===== config.mk =====
export PLATFORM = sky130hd
export DESIGN_NAME = pr_alloc_scheduler
export DESIGN_NICKNAME = d
export VERILOG_FILES = /design/src/rtl/pr_alloc_scheduler_pkg.sv /design/src/rtl/pr_find_first.sv /design/src/rtl/pr_alloc_scheduler.sv
export SDC_FILE = /design/constraint.sdc
export NUM_CORES = 1
export LEC_CHECK = 0
export BUFFER_PORTS_ARGS = -buffer_cell sky130_fd_sc_hd__buf_2
export CAP_MARGIN = 10
export CORE_UTILIZATION = 30
export DETAILED_ROUTE_END_ITERATION = 10
export PLACE_DENSITY = 0.52
export SKIP_CTS_REPAIR_TIMING = 1
export SLEW_MARGIN = 20
export SYNTH_ARGS = -nofsm -noshare
export SYNTH_HDL_FRONTEND = slang
export SYNTH_HIERARCHICAL = 1
export SYNTH_SLANG_ARGS = --single-unit

===== constraint.sdc =====
create_clock -name i_clk -period 12.2 [get_ports i_clk]
set_input_delay 0.61 -clock i_clk [delete_from_list [all_inputs] [get_ports i_clk]]
set_output_delay 0.61 -clock i_clk [all_outputs]
set_load 0.01 [all_outputs]

===== src/rtl/pr_alloc_scheduler_pkg.sv =====
// Shared constants and types for the physical-register allocation scheduler.
// PR0..PR_ARCH_BASE-1 hold architectural state and never enter the free pool.
package pr_alloc_scheduler_pkg;

  localparam int PR_ARCH_BASE         = 32;
  localparam int NUM_PHY_REGS_DEFAULT = 64;

  function automatic int prWidth(input int numPhyRegs);
    return $clog2(numPhyRegs);
  endfunction

  localparam int PRW_DEFAULT = prWidth(NUM_PHY_REGS_DEFAULT);

  typedef logic [PRW_DEFAULT-1:0] pr_idx_t;

endpackage


===== src/rtl/pr_find_first.sv =====
// Lowest-set-bit finder: returns the index of the lowest set bit of the mask
// and whether any bit was set at all.
module pr_find_first #(
  parameter int N = 64,
  parameter int W = $clog2(N)
) (
  input  logic [N-1:0] i_mask,
  output logic [W-1:0] o_idx,
  output logic         o_found
);

  // Scan from the top down so the last hit written is the lowest index.
  always_comb begin
    o_idx   = '0;
    o_found = 1'b0;
    for (int i = N - 1; i >= 0; i--) begin
      if (i_mask[i]) begin
        o_idx   = W'(i);
        o_found = 1'b1;
      end
    end
  end

endmodule


===== src/rtl/pr_alloc_scheduler.sv =====
// Free-pool owner for renamable physical registers: round-robin same-cycle grants,
// quarantine of released PRs until the register file reports them idle.
module pr_alloc_scheduler
  import pr_alloc_scheduler_pkg::*;
#(
  parameter int  NUM_PHY_REGS = NUM_PHY_REGS_DEFAULT,
  parameter int  NUM_SICS     = 2,
  localparam int PRW          = prWidth(NUM_PHY_REGS)
) (
  input  logic                    i_clk,
  input  logic                    i_rst,
  input  logic [NUM_SICS-1:0]     i_alloc_req,
  output logic [NUM_SICS-1:0]     o_alloc_gnt,
  output logic [PRW-1:0]          o_alloc_gnt_pr [NUM_SICS],
  output logic [NUM_SICS-1:0]     o_rf_alloc_wen,
  output logic [PRW-1:0]          o_rf_alloc_pr  [NUM_SICS],
  input  logic [NUM_SICS-1:0]     i_rel_valid,
  input  logic [PRW-1:0]          i_rel_pr       [NUM_SICS],
  input  logic [NUM_PHY_REGS-1:0] i_pr_not_idle,
  output logic [PRW:0]            o_free_count,
  output logic                    o_pool_empty,
  output logic                    o_err_bad_release
);

  localparam int                    RRW         = (NUM_SICS > 1) ? $clog2(NUM_SICS) : 1;
  localparam logic [NUM_PHY_REGS-1:0] RESET_FREE  = {NUM_PHY_REGS{1'b1}} << PR_ARCH_BASE;
  localparam logic [PRW:0]          RESET_COUNT = (PRW+1)'(NUM_PHY_REGS - PR_ARCH_BASE);

  logic [NUM_PHY_REGS-1:0] r_freeMap, r_quarMap;
  logic [RRW-1:0]          r_rrPtr;
  logic [PRW:0]            r_freeCount;
  logic                    r_poolEmpty, r_errBadRelease;

  logic [NUM_SICS-1:0]     w_slotTake;
  logic [PRW-1:0]          w_slotPr  [NUM_SICS];
  logic [RRW-1:0]          w_slotSic [NUM_SICS];
  logic [NUM_PHY_REGS-1:0] w_availLast, w_grantMask, w_reclaimMask, w_quarSet;
  logic                    w_relErr;
  logic [PRW:0]            w_nextCount;

  // Slot k serves requester rr_ptr+k and sees the pool minus picks of earlier slots.
  for (genvar k = 0; k < NUM_SICS; k++) begin : gSlot
    logic [NUM_PHY_REGS-1:0] w_availIn, w_availOut;
    logic [PRW-1:0]          w_idx;
    logic                    w_found, w_take;
    logic [RRW-1:0]          w_sic;
    int                      w_sum;

    if (k == 0) begin : gFirst
      assign w_availIn = r_freeMap;
    end else begin : gNext
      assign w_availIn = gSlot[k-1].w_availOut;
    end

    pr_find_first #(.N(NUM_PHY_REGS), .W(PRW)) uFind (
      .i_mask (w_availIn),
      .o_idx  (w_idx),
      .o_found(w_found)
    );

    assign w_sum      = int'(r_rrPtr) + k;
    assign w_sic      = RRW'((w_sum >= NUM_SICS) ? (w_sum - NUM_SICS) : w_sum);
    assign w_take     = i_alloc_req[w_sic] & w_found & ~i_rst;
    assign w_availOut = w_take ? (w_availIn & ~(NUM_PHY_REGS'(1) << w_idx)) : w_availIn;

    assign w_slotTake[k] = w_take;
    assign w_slotPr[k]   = w_idx;
    assign w_slotSic[k]  = w_sic;
  end

  assign w_availLast = gSlot[NUM_SICS-1].w_availOut;
  assign w_grantMask = r_freeMap & ~w_availLast;

  always_comb begin
    o_alloc_gnt = '0;
    for (int s = 0; s < NUM_SICS; s++) o_alloc_gnt_pr[s] = '0;
    for (int k = 0; k < NUM_SICS; k++) begin
      if (w_slotTake[k]) begin
        o_alloc_gnt[w_slotSic[k]]    = 1'b1;
        o_alloc_gnt_pr[w_slotSic[k]] = w_slotPr[k];
      end
    end
  end

  assign o_rf_alloc_wen = o_alloc_gnt;
  assign o_rf_alloc_pr  = o_alloc_gnt_pr;

  // Lower-numbered SIC wins a duplicate release; the loser only raises the error.
  always_comb begin
    w_quarSet = '0;
    w_relErr  = 1'b0;
    for (int s = 0; s < NUM_SICS; s++) begin
      if (i_rel_valid[s]) begin
        if (int'(i_rel_pr[s]) >= PR_ARCH_BASE && !r_freeMap[i_rel_pr[s]] &&
            !r_quarMap[i_rel_pr[s]] && !w_quarSet[i_rel_pr[s]])
          w_quarSet[i_rel_pr[s]] = 1'b1;
        else
          w_relErr = 1'b1;
      end
    end
  end

  assign w_reclaimMask = r_quarMap & ~i_pr_not_idle;
  assign w_nextCount   = r_freeCount - (PRW+1)'($countones(w_grantMask))
                                     + (PRW+1)'($countones(w_reclaimMask));

  always_ff @(posedge i_clk) begin
    if (i_rst) begin
      r_freeMap       <= RESET_FREE;
      r_quarMap       <= '0;
      r_rrPtr         <= '0;
      r_freeCount     <= RESET_COUNT;
      r_poolEmpty     <= 1'b0;
      r_errBadRelease <= 1'b0;
    end else begin
      r_freeMap   <= (r_freeMap & ~w_grantMask) | w_reclaimMask;
      r_quarMap   <= (r_quarMap & ~w_reclaimMask) | w_quarSet;
      r_freeCount <= w_nextCount;
      r_poolEmpty <= (w_nextCount == '0);
      if (w_relErr) r_errBadRelease <= 1'b1;
      if (|w_slotTake)
        r_rrPtr <= (r_rrPtr == RRW'(NUM_SICS - 1)) ? '0 : r_rrPtr + 1'b1;
    end
  end

  assert property (@(posedge i_clk) disable iff (i_rst)
    r_freeCount == (PRW+1)'($countones(r_freeMap)));

  assign o_free_count      = r_freeCount;
  assign o_pool_empty      = r_poolEmpty;
  assign o_err_bad_release = r_errBadRelease;

endmodule


# == Yosys cells after proc, flatten, opt, wreduce, memory -nomap -nowiden ==
# Memory sizes are Yosys's and may differ from the RTL's.
# Index checks and enable logic that the tools add are counted.
# op_classes
n_bitwise,24
n_addsub,132
shifts,2
n_mux,301
n_reduce_logical,20
n_lt_le_gt_ge,16
# ops
operator,count
$mux 6,130
$and 64x64->64,6
$mux 64,6
$not 64->64,6
$or 64x64->64,3
$mux 1,149
$add 1x1->2,64
$shl 1x6->64 const A,2
$add 2x2->3,32
$add 3x3->4,16
$add 4x4->5,8
$bmux 1 s6,5
$add 5x5->6,4
$mux 12,2
$add 6x6->7,2
$lt 6x7->1 const B,2
$and 12x12->12,1
$bwmux 12,1
$demux 1 s6,2
$demux 6 s1,2
$ge 6x1->1 const B,2
$ge 6x6->1 const B,2
$logic_and 1x1->1,12
$add 7x7->7,1
18 further kinds,35
# word_totals
wordCells,502
rom_bits,64
in_bits,82
n_memories,1
reg_bits,138
# memory_table
name,depth,word_bits,rd,rd_ports_with_merged_regs,write_ports,line_no,rtl
(name not given),64,1,1,0,0,pr_alloc_scheduler.sv:95,!r_quarMap[i_rel_pr[s]] && !w_quarSet[i_rel_pr[s]])

# == Depth between registers and ports, before layout ==
# Gate-level depths: netlist of run 1.
# logic_depth
word_depth,147
ltp_mapped,49
mapped_depth_nobuf,47

# == Modules after synthesis ==
# Netlist of run 1, hierarchy kept.
# modules_own_cells
module,area_per_inst_um2,seq_area_each_um2,cells_each,n_inst
pr_alloc_scheduler,11303.3,2762.6,1292,1
pr_find_first,763.2,0.0,140,2

# == Worst setup path after synthesis of run 1 ==
# No wires, ideal clock.
# synth_path
path_type,reg2reg
start,reg r_freeMap[56] (netlist: gSlot[0].w_availIn[56])
end,reg r_poolEmpty (netlist: o_pool_empty)
setup_ns,0.116
arrival_time_ns,10.631
n_path_buf,2
path_slack_ns,1.454
path_stages_with_launch,41
path_cell_list,dfxtp_1 -> or4_4 -> o21ai_1 -> a21oi_1 -> o21ai_1 -> o2111ai_1 -> a21boi_1 -> clkbuf_1 -> and3_1 -> a21boi_0 -> or4_4 -> or2_1 -> nor3_1 -> nand2_1 -> nand2b_1 -> a21oi_1 -> nor2b_1 -> nand2b_1 -> [... 5 more ...] -> fa_1 -> inv_1 -> fa_1 -> fa_1 -> fa_1 -> inv_1 -> fa_1 -> fa_1 -> fa_1 -> fa_1 -> inv_1 -> ha_1 -> fa_1 -> a21o_1 -> a21oi_1 -> xnor2_1 -> nor2_1 -> and3_1
# synth_via
word_cells_on_any_way,322
cone_classes,add/sub (65); shift (2); mux (244); bitwise (10); reduce/logical (1)
# synth_rtl
item,line_no,rtl
start: declaration,pr_alloc_scheduler.sv:29,"logic [NUM_PHY_REGS-1:0] r_freeMap, r_quarMap;"
start signal: assignment,pr_alloc_scheduler.sv:116,r_freeMap <= (r_freeMap & ~w_grantMask) | w_reclaimMask;
$mux 6 * (57 in series),pr_find_first.sv:17,if (i_mask[i]) begin
net gSlot[0].w_idx[2],pr_alloc_scheduler.sv:44,logic [PRW-1:0] w_idx;
$shl 1x6->64 *,pr_alloc_scheduler.sv:64,assign w_availOut = w_take ? (w_availIn & ~(NUM_PHY_REGS'(1) << w_idx)) : w_availIn;
$not 64->64 *,pr_alloc_scheduler.sv:64,
$and 64x64->64 *,pr_alloc_scheduler.sv:64,
$mux 64 *,pr_alloc_scheduler.sv:64,
net gSlot[0].w_availOut[31],pr_alloc_scheduler.sv:43,"logic [NUM_PHY_REGS-1:0] w_availIn, w_availOut;"
$mux 1 * (32 in series),pr_find_first.sv:17,
net gSlot[1].w_found,pr_alloc_scheduler.sv:45,"logic w_found, w_take;"
[... 6 more ...],--,
$add 2x2->3 (not written as such),pr_alloc_scheduler.sv:104,assign w_nextCount = r_freeCount - (PRW+1)'($countones(w_grantMask))
$add 3x3->4 (not written as such),pr_alloc_scheduler.sv:104,
$add 4x4->5 (not written as such),pr_alloc_scheduler.sv:104,
$add 5x5->6 (not written as such),pr_alloc_scheduler.sv:104,
$add 6x6->7 (not written as such) *,pr_alloc_scheduler.sv:104,
$sub 7x7->7 *,pr_alloc_scheduler.sv:104,
$add 7x7->7 *,pr_alloc_scheduler.sv:105,+ (PRW+1)'($countones(w_reclaimMask));
$logic_not 7->1 *,pr_alloc_scheduler.sv:119,r_poolEmpty <= (w_nextCount == '0);
end signal: assignment,pr_alloc_scheduler.sv:119,
end: declaration,pr_alloc_scheduler.sv:32,"logic r_poolEmpty, r_errBadRelease;"
# Mark *: on every way through the listed nets, which the timed path passes. The rest lies on a longest branch.
# A chain may end at the register's enable or synchronous reset.

# == Worst setup path after layout of run 1 ==
# layout_path
start,reg r_freeMap[56] (netlist: gSlot[0].w_availIn[56])
end,reg r_poolEmpty (netlist: o_pool_empty)
# layout_via
word_cells_on_any_way,322
cone_classes,add/sub (65); shift (2); mux (244); bitwise (10); reduce/logical (1)
# layout_rtl
item,line_no
$mux 6 * (57 in series),pr_find_first.sv:17
net gSlot[0].w_idx[4],pr_alloc_scheduler.sv:44
$shl 1x6->64 *,pr_alloc_scheduler.sv:64
$not 64->64 *,pr_alloc_scheduler.sv:64
$and 64x64->64 *,pr_alloc_scheduler.sv:64
$mux 64 *,pr_alloc_scheduler.sv:64
net gSlot[0].w_availOut[7],pr_alloc_scheduler.sv:43
$mux 6 * (8 in series),pr_find_first.sv:17
net gSlot[1].w_idx[1],pr_alloc_scheduler.sv:44
[... 7 more ...],--
$add 2x2->3 (not written as such),pr_alloc_scheduler.sv:104
$add 3x3->4 (not written as such),pr_alloc_scheduler.sv:104
$add 4x4->5 (not written as such),pr_alloc_scheduler.sv:104
$add 5x5->6 (not written as such),pr_alloc_scheduler.sv:104
$add 6x6->7 (not written as such) *,pr_alloc_scheduler.sv:104
$sub 7x7->7 *,pr_alloc_scheduler.sv:104
$add 7x7->7 *,pr_alloc_scheduler.sv:105
$logic_not 7->1 *,pr_alloc_scheduler.sv:119
# Marks and branches as above.

==> results.md, run 1 <==
* CP required at 12.55 ns
* Commonest non-fill, non-tap cells in the layout: 178 x inv_1, 161 x nand2_1, 143 x nor2_1
* Multi-input combinational cell area at 9210 sq um
* Post-synthesis mux area share at 3.83%
* Commonest non-fill, non-tap cell in the layout: inv_1
* GRT overflow at 0
* Synth Area per Inst at 8.16 sq um
* Core Box Area at 42000 sq um
* Final Max Tran Viols at 0
* DRT Pass-1 Iters at 6
* H-tree Lvls at 4
* Via density at 5.50
* Worst Tran Pin Value at 0.908 ns
* Dpl cells at 2292
* Synth area leaders: dfxtp_1 22%, fa_1 19%, inv_1 5.2%
* EDFF count, synth at 0
* Mapped cell area at 12800 sq um
* Post-Place Setup Slack at 0.0121 ns
* Hold depth at 3
* Tcrit/Tclk final at 96.4%
* Slew headroom at 38.8%
* Clock Sinks at 138
* Sequential element share of the synthesized area at 21.5%
* Final setup viols at 0
* Tmin final at 11.76 ns
* HP Start: i_pr_not_idle[1]
* Critical Path Slowest Stage Cell: fa_1
* Async S/R FF share, synth at 0%
* Pint at 1.40 mW
* Reg2Reg Depth at 38
* Ant diodes at 0
* Setup WS post-layout at 0.440 ns
* Hold Path End: r_quarMap[1]$_SDFF_PP0_
* Compound-cell area share of the yosys netlist at 18.9%
* CP Max Fanout at 8
* Starting Density at 30.5%
* First-pass GRT wire length at 80400 um
* Layout cell share with drive strength beyond 1 at 19.3%
* Largest net degree at the start of global routing at 79
* FMAX at 0.0850 GHz
* CP Launch Type: flop
* Synthesized flop and latch total at 138
* R2r startpoint: gSlot[0].w_availIn[56]$_SDFF_PP1_
* Crit path launch: gSlot[0].w_availIn[56]$_SDFF_PP1_
* Critical R2R Capture: o_pool_empty$_SDFF_PP0_
* PortBufs at 118
* Combinational Power Share at 56.2%
* M2 GR Usage at 38.4%
* Gr busiest metal: met2
* Routed via count at 12800
* Final Non-Filler Cells at 2325
* Vias in the first global route at 12500
* Worst Path Arrival at 12.11 ns
* Detail Route Antenna Nets at 0
* DP HPWL at 44700 um
* Worst hold path type: primary input to flop
* Final hold viol count at 0
* Outcome: completed
* Die ar. at 43600 sq um
* Root Buffer: clkbuf_16
* # fillers at 4410
* Layout area overhead at 20.8%
* Gpl congestion at 1.05
* CTS buffer count at 17
* Top-area cell type share of the netlist area at 21.5%
* 1st-iter DRT viols at 1289
* Die Span Y at 209 um
* Post-synthesis adder-cell area fraction at 21.5%
* Switching fraction of total power at 39.9%
* Post-synth top area cell: dfxtp_1
* Final core occ at 36.9%
* Pwr/cell area at 151 nW/um^2
* Synth cell types at 75
* IO Count at 119
* Clock transition at the registers of the reported paths at 0.07 ns
* WS Path Type: flop to flop
* Worst IR drop on VDD at 563 uV
* Leakage at 6.27 nW
* Tot GR Track Use at 25.1%
* Met1 Use GR at 35.6%
* Clock Power Share at 23.0%
* Synthesized Nets at 1801
* R2R Setup Slk at 0.44 ns
* Skew-Pair Late Insertion Delay at 0.45 ns
* Max cap viols at 0
* Ys flop type: dfxtp_1
* Synth Area in Simple Gates at 25.5%
* Slowest stage delay, CP at 0.58 ns
* Endpoint class of the critical path: flop
* Sequential fraction of design power at 20.8%
* Psw at 931 uW
* Total Routed Length at 53600 um
* DR WL/cell at 23.0 um
* DRC at 0
* Combinational family with the most area after synthesis: simple AND/OR/NAND/NOR gates
* Die width at 209 um
* Syn Inst Count at 1572
* Post-layout nets at 2002
* Ys Warns at 6
* Most Frequent Cell on Critical Path: fa_1
* CTS tree: done
* FP Rows at 75
* Grt met3 use at 4.30%
* Clock skew at 0.0109 ns
* Xor-xnor portion of the synthesized cell area at 0.956%
* Initial antenna violation count at 0
* Register Area at 2760 sq um
* CTS max path bufs at 2
-- synth_stat cells, types with 6 or more instances --
| library cell | n |
|---|---|
| dfxtp_1 | 138 |
| mux2i_1 | 12 |
| fa_1 | 123 |
| a22oi_1 | 7 |
| nand4_1 | 7 |
| o21a_1 | 29 |
| buf_4 | 14 |
| inv_1 | 178 |
| a221oi_1 | 9 |
| a31oi_1 | 16 |
| o211ai_1 | 12 |
| o22ai_1 | 7 |
| nor4_1 | 32 |
| nor3_1 | 26 |
| o21ai_0 | 87 |
| buf_2 | 8 |
| ha_1 | 24 |
| a22o_1 | 15 |
| nand3b_1 | 54 |
| and3_1 | 7 |
| nor2b_1 | 44 |
| o221ai_1 | 22 |
| mux4_2 | 12 |
| nand3_1 | 27 |
| o21ai_1 | 10 |
| nand2_1 | 161 |
| a21boi_0 | 29 |
| clkbuf_1 | 37 |
| or4_4 | 6 |
| nand2b_1 | 63 |
| and2_1 | 30 |
| nor2_1 | 144 |
| o31ai_1 | 6 |
| xnor2_1 | 9 |
| a21oi_1 | 69 |
-- power groups by stage --
stage,logic (mW),clock network (mW),registers [mW]
floorplan,1.00,0,0.499
CTS,1.32,0.546,0.486
detailed placement,1.30,0,0.496
global route,1.52,0.565,0.487
finish,1.31,0.538,0.485
global placement,1.31,0,0.496
-- per-layer routing --
metal | up-vias | wire [um]
met1 | 6267 | 23800
met5 | - | 0
met4 | 0 | 1640
li1 | 5804 | -
met3 | 79 | 4530
met2 | 635 | 23600
-- logic make-up after synthesis --
| family | Yosys count |
|---|---|
| simple gates | 629 |
| fa+ha+maj | 147 |
| xor+xnor | 14 |
| flops | 138 |
| buf+inv | 244 |
| compound gates | 367 |
| mux | 33 |
-- flip-flops by register name, indices dropped and copies added, names as in the netlist --
register / count
gSlot.w_availIn: 64
r_quarMap: 64
o_free_count: 7
o_err_bad_release: 1
o_pool_empty: 1
r_rrPtr: 1
-- worst max-delay path by stage --
stage                                          to  slack [ns]  depth (start not counted)
after floorplan           o_pool_empty$_SDFF_PP0_        1.45                         40
after global placement    o_pool_empty$_SDFF_PP0_        -0.1                         37
after detailed placement  o_pool_empty$_SDFF_PP0_        0.01                         40
after CTS                 o_pool_empty$_SDFF_PP0_       -0.04                         40
after global routing      o_pool_empty$_SDFF_PP0_       -0.03                         41
final                     o_pool_empty$_SDFF_PP0_        0.44                         38
-- stage by stage --
stage | hold slack (ns) | cell area (sq um) | TNS, ns | total power, mW
6_report | 0.379 | 15500 | 0 | 2.33
4_1_cts | 0.367 | 15300 | -0.0424 | 2.36
3_3_place_gp | 0.416 | 14800 | -0.0960 | 1.81
5_1_grt | 0.377 | 15500 | -0.0306 | 2.57
2_1_floorplan | 0.410 | 12800 | 0 | 1.50
3_5_place_dp | 0.419 | 14800 | 0 | 1.80
-- area by class of cell --
cell class                 instances  share of cell area [%]
clock buffer                      17                    2.75
clock inverter                    15                    1.07
inverter                         180                    4.36
multi-input combinational       1190                    59.4
sequential                       138                    17.8
tap                              539                    4.35
timing repair buffer             246                    10.2
-- worst max-delay path, delay by kind of cell (launching register included) --
kind / cells / cell delay (ns)
adders and majority gates: 12 / 5.53
and+or+nand+nor: 12 / 2.94
AOI/OAI and AO/OA: 8 / 1.99
buffers and inverters: 5 / 0.67
DFF: 1 / 0.37
xor gates and xnor gates: 1 / 0.14
No activity file was read; power rests on OpenSTA's default activity.
==> run 2: changes to the inputs <==
--- a/config.mk
+++ b/config.mk
@@ -5,11 +5,10 @@
 export SDC_FILE = /design/constraint.sdc
 export NUM_CORES = 1
 export LEC_CHECK = 0
-export BUFFER_PORTS_ARGS = -buffer_cell sky130_fd_sc_hd__buf_2
+export BUFFER_PORTS_ARGS = -buffer_cell sky130_fd_sc_hd__buf_4
 export CAP_MARGIN = 10
 export CORE_UTILIZATION = 30
 export DETAILED_ROUTE_END_ITERATION = 10
-export PLACE_DENSITY = 0.52
 export SKIP_CTS_REPAIR_TIMING = 1
 export SLEW_MARGIN = 20
 export SYNTH_ARGS = -nofsm -noshare
==> results.md, run 2 (same netlist as run 1, synthesis figures left out) <==
* Largest net degree at the start of global routing at 74
* R2R Setup Slk at 0.38 ns
* Worst Path Arrival at 12.16 ns
* Worst Tran Pin Value at 0.841 ns
* Tot GR Track Use at 25.5%
* Slowest stage delay, CP at 0.59 ns
* WL met3 at 4760 um
* CTS max path bufs at 2
* Final core occ at 38.3%
* Worst hold path type: primary input to flop
* Clock Sinks at 138
* FMAX at 0.0846 GHz
* FP Rows at 75
* Detail Route Antenna Nets at 0
* CP Max Fanout at 16
* Root Buffer: clkbuf_16
* First-pass GRT wire length at 81800 um
* Layout area overhead at 25.4%
* Final hold viol count at 0
* DP HPWL at 45500 um
* PortBufs at 118
* # fillers at 4348
* Tcrit/Tclk final at 96.9%
* CTS buffer count at 17
* Total Routed Length at 54900 um
* GRT overflow at 0
* Critical Path Slowest Stage Cell: fa_1
* Worst IR drop on VDD at 862 uV
* DRC at 0
* Via density at 5.51
* CP bufs+invs at 5
* Die Span Y at 209 um
* Final setup viols at 0
* Top delay family on crit path: adder cells
* Vias in the first global route at 12600
* Gpl congestion at 1.05
* DR WL/cell at 23.3 um
* Outcome: completed
* Endpoint class of the critical path: flop
* Most Frequent Cell on Critical Path: fa_1
* Skew-Pair Late Insertion Delay at 0.45 ns
* Core Box Area at 42000 sq um
* Clock transition at the registers of the reported paths at 0.07 ns
* Routed wire length on met2 at 24200 um
* Layout cell share with drive strength beyond 1 at 21.1%
* Initial antenna violation count at 0
* Total design power at 2.58 mW
* Starting Density at 30.5%
* DR top layer: met4
* CP required at 12.54 ns
* Max cap viols at 0
* Slew headroom at 43.9%
* Die ar. at 43600 sq um
* Routed via count at 13000
* WS Path Type: flop to flop
* Final Max Tran Viols at 0
* Ant diodes at 0
* Commonest non-fill, non-tap cells in the layout: 279 x buf_4, 178 x inv_1, 160 x nand2_1
* Pwr/cell area at 160 nW/um^2
* CP Launch Type: flop
* Clock skew at 0.0148 ns
* Met1 WL at 24500 um
* CTS tree: done
* 1st-iter DRT viols at 1478
* Leakage at 6.52 nW
* DRT Pass-1 Iters at 8
* Die width at 209 um
* Tmin final at 11.82 ns
* H-tree Lvls at 4
* Post-layout nets at 2038
* IO Count at 119
* Commonest non-fill, non-tap cell in the layout: buf_4
run 2: cell types whose count changed in the layout (fill, tap and decap cells not counted), sizes merged:
cell	before	now
inv	183	181
clkinvlp	5	4
clkbuf	17	21
clkinv	5	3
buf	246	282
run 2: path summary, 6_finish.rpt:
check	startpoint	to	cells after the start
setup reg to reg	gSlot[0].w_availIn[54]$_SDFF_PP1_	o_pool_empty$_SDFF_PP0_	39
setup / recovery	gSlot[0].w_availIn[54]$_SDFF_PP1_	o_pool_empty$_SDFF_PP0_	39
hold / removal	i_pr_not_idle[9]	r_quarMap[9]$_SDFF_PP0_	3
hold reg to reg	r_quarMap[16]$_SDFF_PP0_	r_quarMap[16]$_SDFF_PP0_	2
run 2: power by group:
part | leakage (nW) | switching, mW | internal, mW
sequential | 1.11 | 0.0128 | 0.475
clock | 0.272 | 0.220 | 0.311
combinational | 5.13 | 0.733 | 0.827
total | 6.52 | 0.966 | 1.61
run 2: area by class of cell:
| type | count | area, sq um | share of cell area, % |
|---|---|---|---|
| flip-flops and latches | 138 | 2760 | 17.2 |
| clock buffers | 21 | 460 | 2.86 |
| clock inverters | 10 | 118 | 0.731 |
| inverters | 180 | 676 | 4.20 |
| multi-input cells | 1190 | 9260 | 57.5 |
| well taps | 539 | 674 | 4.19 |
| repair buffers | 282 | 2150 | 13.3 |
run 2: metal layers:
layer,GRT usage (%),up-vias
met2,38.5,679
met1,36.5,6363
met5,0,-
met3,4.66,83
met4,8.22,0
li1,-,5883
run 2: metrics by stage:
stage / setup WS (ns) / instance area, sq um / hold slack (ns) / TNS, ns / instances
finish: 0.377 / 16100 / 0.385 / 0 / 2360
detailed placement: -0.545 / 15300 / 0.419 / -1.83 / 2329
CTS: -0.578 / 15900 / 0.377 / -2.04 / 2360
global route: -0.0797 / 16100 / 0.387 / -0.0797 / 2360
floorplan: 1.45 / 12800 / 0.410 / 0 / 1572
global placement: -0.603 / 15300 / 0.416 / -2.20 / 2329
run 2: worst register-to-register path, delay by kind of cell (launching register included):
kind | cells | cell delay (ns)
adder cells (fa/ha/maj) | 12 | 5.54
AND/OR/NAND/NOR | 9 | 2.74
XOR/XNOR | 1 | 0.13
flip-flops | 1 | 0.32
buffers and inverters | 5 | 0.68
AO/OA/AOI/OAI | 12 | 2.30
